$ cat config.mk
export PLATFORM = sky130hd
export DESIGN_NAME = ula_multiciclo_flat
export DESIGN_NICKNAME = d
export VERILOG_FILES = /design/src/rtl/ula_multiciclo_if.sv /design/src/rtl/ula_multiciclo.sv /design/src/flat_wrapper.sv
export SDC_FILE = /design/constraint.sdc
export NUM_CORES = 1
export LEC_CHECK = 0
export CORE_AREA = 2 2 195 140
export DETAILED_ROUTE_END_ITERATION = 7
export DIE_AREA = 0 0 197 142
export GPL_ROUTABILITY_DRIVEN = 0
export PLACE_DENSITY = 0.71
export SLEW_MARGIN = 5
export SYNTH_ARGS = -nofsm -noshare
export SYNTH_HDL_FRONTEND = slang
export SYNTH_SLANG_ARGS = --single-unit
export TNS_END_PERCENT = 1
$ cat constraint.sdc
create_clock -name clk -period 6.71 [get_ports clk]
set_clock_uncertainty 0.1 [all_clocks]
set_input_delay 2.013 -clock clk [delete_from_list [all_inputs] [get_ports clk]]
set_output_delay 2.013 -clock clk [all_outputs]
set_load 0.005 [all_outputs]
$ cat src/rtl/ula_multiciclo_if.sv
// Operand/result bundle between the ALU controller and the multi-cycle ALU.
// Master drives the request (inicio, cod_ula, a, b); slave returns result and status.
interface ula_multiciclo_if #(
    parameter int LARGURA = 32
);
    logic               inicio;
    logic [3:0]         cod_ula;
    logic [LARGURA-1:0] a;
    logic [LARGURA-1:0] b;
    logic [LARGURA-1:0] resultado;
    logic               zero;
    logic               valido;
    logic               ocupado;
    logic               erro;

    modport master (
        output inicio, cod_ula, a, b,
        input  resultado, zero, valido, ocupado, erro
    );

    modport slave (
        input  inicio, cod_ula, a, b,
        output resultado, zero, valido, ocupado, erro
    );
endinterface

$ cat src/rtl/ula_multiciclo.sv
// Multi-cycle ALU: AND/OR/ADD/SUB/SLT in 1 edge, shift-add MUL in LARGURA+1 edges.
// No backpressure: requests are dropped while ocupado=1; valido is a one-cycle pulse.
module ula_multiciclo #(
    parameter int LARGURA = 32
) (
    input  logic               clk,
    input  logic               rst,
    ula_multiciclo_if.slave    bus
);
    localparam int CW = $clog2(LARGURA + 1);

    localparam logic [3:0] COD_AND = 4'b0000;
    localparam logic [3:0] COD_OR  = 4'b0001;
    localparam logic [3:0] COD_ADD = 4'b0010;
    localparam logic [3:0] COD_SUB = 4'b0110;
    localparam logic [3:0] COD_SLT = 4'b0111;
    localparam logic [3:0] COD_MUL = 4'b1000;

    typedef enum logic {
        OCIOSO     = 1'b0,
        MULTIPLICA = 1'b1
    } estado_t;

    estado_t            estado;
    estado_t            prox_estado;

    logic [LARGURA-1:0] res_reg;
    logic               zero_reg;
    logic               valido_reg;
    logic               erro_reg;

    logic [LARGURA-1:0] multiplicando;
    logic [LARGURA-1:0] multiplicador;
    logic [LARGURA-1:0] acumulador;
    logic [CW-1:0]      contador;

    logic [LARGURA-1:0] res_simples;
    logic               suportado;
    logic [LARGURA-1:0] acum_prox;
    logic               aceita;
    logic               ultima_iter;

    // Single-cycle operations; unsupported codes yield zero with suportado low.
    always_comb begin
        res_simples = '0;
        suportado   = 1'b1;
        case (bus.cod_ula)
            COD_AND: res_simples = bus.a & bus.b;
            COD_OR:  res_simples = bus.a | bus.b;
            COD_ADD: res_simples = bus.a + bus.b;
            COD_SUB: res_simples = bus.a - bus.b;
            COD_SLT: res_simples = ($signed(bus.a) < $signed(bus.b)) ? LARGURA'(1) : '0;
            COD_MUL: res_simples = '0;
            default: suportado   = 1'b0;
        endcase
    end

    assign acum_prox   = acumulador + (multiplicador[0] ? multiplicando : '0);
    assign aceita      = (estado == OCIOSO) && bus.inicio;
    assign ultima_iter = (estado == MULTIPLICA) && (contador == CW'(1));

    always_ff @(posedge clk) begin
        if (rst) estado <= OCIOSO;
        else     estado <= prox_estado;
    end

    always_comb begin
        prox_estado = estado;
        case (estado)
            OCIOSO:     if (bus.inicio && bus.cod_ula == COD_MUL) prox_estado = MULTIPLICA;
            MULTIPLICA: if (contador == CW'(1)) prox_estado = OCIOSO;
            default:    prox_estado = OCIOSO;
        endcase
    end

    always_ff @(posedge clk) begin
        if (rst) begin
            res_reg       <= '0;
            zero_reg      <= 1'b1;
            valido_reg    <= 1'b0;
            erro_reg      <= 1'b0;
            multiplicando <= '0;
            multiplicador <= '0;
            acumulador    <= '0;
            contador      <= '0;
        end else begin
            valido_reg <= 1'b0;
            if (aceita) begin
                if (bus.cod_ula == COD_MUL) begin
                    multiplicando <= bus.a;
                    multiplicador <= bus.b;
                    acumulador    <= '0;
                    contador      <= CW'(LARGURA);
                end else begin
                    res_reg    <= res_simples;
                    zero_reg   <= (res_simples == '0);
                    erro_reg   <= ~suportado;
                    valido_reg <= 1'b1;
                end
            end else if (estado == MULTIPLICA) begin
                acumulador    <= acum_prox;
                multiplicando <= multiplicando << 1;
                multiplicador <= multiplicador >> 1;
                contador      <= contador - CW'(1);
                // The last iteration's sum goes straight to the result register.
                if (ultima_iter) begin
                    res_reg    <= acum_prox;
                    zero_reg   <= (acum_prox == '0);
                    erro_reg   <= 1'b0;
                    valido_reg <= 1'b1;
                end
            end
        end
    end

    assign bus.resultado = res_reg;
    assign bus.zero      = zero_reg;
    assign bus.valido    = valido_reg;
    assign bus.erro      = erro_reg;
    assign bus.ocupado   = (estado == MULTIPLICA);
endmodule
$ cat src/flat_wrapper.sv
// flat-port wrapper written by rule: the top's interface ports become plain ports
module ula_multiciclo_flat 
#(
    parameter int LARGURA = 32
)
  (clk, rst, bus_inicio, bus_cod_ula, bus_a, bus_b, bus_resultado, bus_zero, bus_valido, bus_ocupado, bus_erro);
  ula_multiciclo_if #(.LARGURA(LARGURA)) bus_i ();
  input  logic clk;
  input  logic rst;
  input wire logic [$bits(bus_i.inicio)-1:0] bus_inicio;
  input wire logic [$bits(bus_i.cod_ula)-1:0] bus_cod_ula;
  input wire logic [$bits(bus_i.a)-1:0] bus_a;
  input wire logic [$bits(bus_i.b)-1:0] bus_b;
  output wire logic [$bits(bus_i.resultado)-1:0] bus_resultado;
  output wire logic [$bits(bus_i.zero)-1:0] bus_zero;
  output wire logic [$bits(bus_i.valido)-1:0] bus_valido;
  output wire logic [$bits(bus_i.ocupado)-1:0] bus_ocupado;
  output wire logic [$bits(bus_i.erro)-1:0] bus_erro;
  assign bus_i.inicio = bus_inicio;
  assign bus_i.cod_ula = bus_cod_ula;
  assign bus_i.a = bus_a;
  assign bus_i.b = bus_b;
  assign bus_resultado = bus_i.resultado;
  assign bus_zero = bus_i.zero;
  assign bus_valido = bus_i.valido;
  assign bus_ocupado = bus_i.ocupado;
  assign bus_erro = bus_i.erro;
  ula_multiciclo #(.LARGURA(LARGURA)) u_core (.clk(clk), .rst(rst), .bus(bus_i));
endmodule
======== Yosys cells after proc, flatten, opt, wreduce, memory -nomap -nowiden ========
Index checks and enable logic that the tools add are counted.
word-level totals
  memory bits (read-only) ................. 0
  word-level logic and storage cells ...... 72
  latch bits .............................. 0
  bits in writable memories ............... 0
  flip-flop bits (word level) ............. 138
  memories kept ........................... 0
  input port bits ......................... 71
cells by class
  add/sub/neg operators ................... 4
  multipliers ............................. 0
  bitwise operators ....................... 4
  mux-type cells .......................... 35
  $lt $le $gt $ge ......................... 1
  eq/ne operators ......................... 8
  reduce and logical (&&, ||, !) cells .... 11
  shift operators ......................... 0
  divide/modulo/power cells ............... 0
operator list
  operator                                             number
  2-to-1 mux 32 bit                                    14
  case mux 32 bit (5 select lines)                     1
  adder 32 bit                                         2
  logical NOT 32 bit                                   2
  AND 32 bit                                           1
  < comparator 32 bit                                  1
  bitwise OR 32 bit                                    1
  subtractor 32 bit                                    1
  2-to-1 mux 6 bit                                     3
  2-to-1 mux 1 bit                                     16
  equality test 4 x 3 -> 1 bit, second input constant  2
  equality test 6 x 1 -> 1 bit, second input constant  1
  OR reduction 6 bit                                   1
  subtractor 6 x 1 -> 6 bit, second input constant     1
  equality test 4 x 1 -> 1 bit, second input constant  1
  equality test 4 x 2 -> 1 bit, second input constant  1
  equality test 4 bit, second input constant           1
  logical NOT 4 bit                                    1
  inequality test 2 bit, second input constant         2
  nonzero test 2 bit                                   2
  logical AND 1 bit                                    3
  AND reduction 3 bit                                  1
  inverter 1 bit                                       2
  case mux 1 bit (2 select lines)                      1
  AND reduction 2 bit                                  1

======== Logic depth before layout (Yosys ltp) ========
  word-level depth ........................ 6
  mapped depth ............................ 15

======== Worst setup path after synthesis ========
Ideal clock, no wire load.
  path kind ............................... input to register
  from .................................... input port bus_b[1]
  to ...................................... register u_core.zero_reg (netlist: u_core.bus.zero)
  arrival ................................. 4.713 ns
  setup time .............................. 0.058 ns
  cell stages on the path ................. 13
  path buffers ............................ 0
  data required time ...................... 6.552 ns
  slack ................................... 1.840 ns
  cells stage by stage .................... inv_1 > ha_1 > or2_2 > a211oi_1 > a311o_2 > o2111ai_1 > o311ai_0 > a21oi_1 > mux2i_1 > xnor2_1 > a211o_1 > nor4_1 > a211o_1
between the ends
  cells in the longest elaborated chain, start to end .. 6
ends and longest elaborated chain
  item                                  RTL line               RTL
  start: declaration                    flat_wrapper.sv:13     input wire logic [$bits(bus_i.b)-1:0] bus_b;
  < comparator 32 bit                   ula_multiciclo.sv:52   COD_SLT: res_simples = ($signed(bus.a) < $signed(bus.b)) ? LARGURA'(1) : '0;
  2-to-1 mux 1 bit                      ula_multiciclo.sv:52
  case mux 32 bit (5 select lines) (*)  ula_multiciclo.sv:47   case (bus.cod_ula)
  logical NOT 32 bit (*)                ula_multiciclo.sv:96   zero_reg <= (res_simples == '0);
  2-to-1 mux 1 bit (*)                  ula_multiciclo.sv:89   if (bus.cod_ula == COD_MUL) begin
  2-to-1 mux 1 bit (*)                  ula_multiciclo.sv:88   if (aceita) begin
  end signal: assignment                ula_multiciclo.sv:96
  end signal: assignment                ula_multiciclo.sv:108  zero_reg <= (acum_prox == '0);
  end: declaration                      ula_multiciclo.sv:28   logic zero_reg;
Every way passes the cells marked *; elsewhere a longest branch is shown, timed or not. The select of a mux whose other input is x is not followed.
A chain may end at the register's enable or synchronous reset.

======== Final worst setup path ========
Same ends and word-level chain as after synthesis.

==> results.md <==
* Status: completed
* Mapped Area at roughly 0.013 mm^2
* Largest net degree at the start of global routing at 82
* Dominant cells by area after synthesis: dfxtp_1, ha_1, nand2_1
* Register area at 0.00276 mm^2
* # IOs at ~110
* Initial Util at 0.492
* Antenna violations before repair at 0
* Hold buffers post-CTS at 0
* Sequential-to-total area share from yosys stat at 0.215
* Achievable Freq at around 160 MHz
* Req. time, crit path at approximately 7 ns
* Max-slew headroom at 0.275
* Yosys reg bits at roughly 140
* Tmin final at roughly 6.1 ns
* Drc violations at 0
* Vias in the first global route at 12.6k
* Setup TNS Final at 0 ns
* Area grow syn2layout at 14.5%
* Synth top area share at 0.215
* Internal power at between 1.5 and 2 mW
* Clock Path Buffers at 2
* Comb power frac at 0.288
* Die area at between 0.02 and 0.03 mm^2
* Dpl hpwl at 36,400 um
* DRT Wirelength at 47,800 um
* Sink Count at around 140
* Switch share at 0.358
* Max_cap viols at 0
* Final nets at between 2k and 2.5k
* Avg WL per Cell at 21.8 um
* Crit. End Element: flip-flop
* RSZ-0062 raised after global routing: false
* Overall power at between 2 and 3 mW
* Count of final max-slew check failures at 0
* Slew @ Worst Pin at approximately 1.1 ns
* CORE AREA at approximately 0.026 mm^2
* Lkg Pwr at around 6 nW
* Die H at ~140 um
* # fillers at 2,483
* Antenna fix cells at 0
* Final hold vios at 0
* Share of cells above drive strength 1 at 0.0500
* Routed vias/inst at 6.46
* EDFF count, synth at 0
* Final core area utilization at 0.564
* Clock-pin slew on the worst setup and hold paths at 0.07 ns
* HP Class: reg -> reg
* Site row count at 50
* Final setup violation count at 0
* Initial DRC Count at 1,901
* Multi-input logic area at between 0.009 and 0.01 mm^2
* Final period utilization at 0.909
* PortBufs at about 110
* Most frequent cells in the layout: nand2_1, nor2_1, a21oi_1, dfxtp_1, ha_1
* Async SR Flop Fraction at 0
* Most common cell after layout, fill and taps aside: nand2_1
* Clock root buffer: clkbuf_16
* Critical path class: in -> reg
* First-pass GRT wire length at about 72,000 um
* CTS tree: yes
* Peak VDD IR at about 0.00019 V
* Via count at 14.2k
* Primary FF master, synth: dfxtp_1
* Syn_area_per_cell at 7.11 um^2
* Remaining global-route overflow at 0
* Htree depth at 4
* Iteration count of the initial detailed-routing pass at 6
* Critical path peak fanout at 5
* Net load switching power at 0.920 mW
* Post-CTS Repair Setup Buffers at 0
* Startpoint types: input pin
* Post-CTS sizing at 0
* Cell Pwr Density at 174 mW/mm^2
* Reg power frac at 0.342
* Largest area contributor in the netlist: dfxtp_1
* Mapped Cells at between 1.5k and 2k
* Post-route ant nets at 0
* Distinct cells, synth at 86
* Worst hold slack at ~0.36 ns
* Worst-Skew Late Latency at around 0.45 ns
* Synthesis warning total at 0
* Syn_nets at 2,017
* DIE WIDTH at 197 um
* GRT Resource Usage Total at 0.335
* Clock share of power at 0.370
* Crit path DAT at between 6 and 7 ns
* Total CTS buffers at 17
[worst paths after layout]
kind	startpoint	end	slack, ns	cells after the start
worst max-delay path	bus_b[1]	u_core.bus.zero	0.61	14
worst min register to register	u_core.bus.resultado[0]	u_core.bus.resultado[0]	0.36	2
worst min-delay path	u_core.bus.resultado[0]	u_core.bus.resultado[0]	0.36	2
worst max register to register	u_core.multiplicador[0]	u_core.bus.zero	2.06	15
[power groups by stage]
stage               combinational, mW  clock (mW)  sequential (mW)
floorplan                       0.452           0            0.888
global placement                0.697           0            0.895
detailed placement              0.706           0            0.896
CTS                             0.709       0.952            0.877
global route                    0.792       0.985            0.881
finish                          0.741       0.950            0.878
[critical path, cell delays in order]
cell,delay (ns)
clkdlybuf4s50_1,0.69
inv_1,0.20
ha_1,0.35
or2_2,0.32
a211oi_1,0.56
a311o_2,0.33
o2111ai_1,0.18
o311ai_0,0.33
a21oi_1,0.28
o41ai_1,0.37
a31o_2,0.25
nand4_1,0.09
nor4_1,0.26
a211o_1,0.16
[cells in the mapped netlist (5+ instances only)]
master	count
nand2b_1	15
or3_1	7
o211ai_1	17
o21a_1	7
a21oi_1	150
inv_1	123
a22oi_1	18
a31oi_1	19
o221ai_1	7
ha_1	132
and3_1	10
xnor2_1	34
buf_1	8
nor2b_1	15
clkbuf_1	106
a311oi_1	77
dfxtp_1	138
a211o_1	11
xor2_1	19
o21bai_1	13
nand4_1	14
a21o_1	19
o22ai_1	11
nand3_1	40
o21ai_0	57
nand2_1	235
buf_2	5
mux2i_1	17
nor3_1	42
a2111oi_0	8
nor2_1	220
and2_1	41
nor4_1	20
o31ai_1	12
a211oi_1	36
a21boi_0	5
[cells by family after synthesis]
family / synth area share
AO/OA/AOI/OAI: 0.285
XOR/XNOR: 0.0360
adder cells (fa/ha/maj): 0.133
buffers and inverters: 0.0723
flip-flops: 0.215
multiplexers: 0.0150
AND/OR/NAND/NOR: 0.244
[per-stage QoR]
step | std cells | setup WS, ns | cell area, um^2
6_report | 2199 | 0.610 | 14800
5_1_grt | 2199 | 0.457 | 14800
4_1_cts | 2199 | 0.869 | 14800
3_5_place_dp | 2167 | 0.422 | 14200
3_3_place_gp | 2167 | 0.514 | 14200
2_1_floorplan | 1811 | 1.84 | 12900
[layout make-up]
cell class              instances  area share
multi-input cells            1427       0.626
flip-flops and latches        138       0.187
repair buffers                138      0.0880
inverters                     126      0.0321
clock buffers                  20      0.0303
well taps                     338      0.0287
clock inverters                12     0.00797
[per-layer routing]
metal / vias up / share of wire / GRT usage
met4: 0 / 0.039 / 0.131
met1: 6608 / 0.44 / 0.478
met5: - / 0 / 0
li1: 6554 / - / -
met3: 116 / 0.15 / 0.131
met2: 936 / 0.37 / 0.447
No activity file was read; power rests on OpenSTA's default activity.
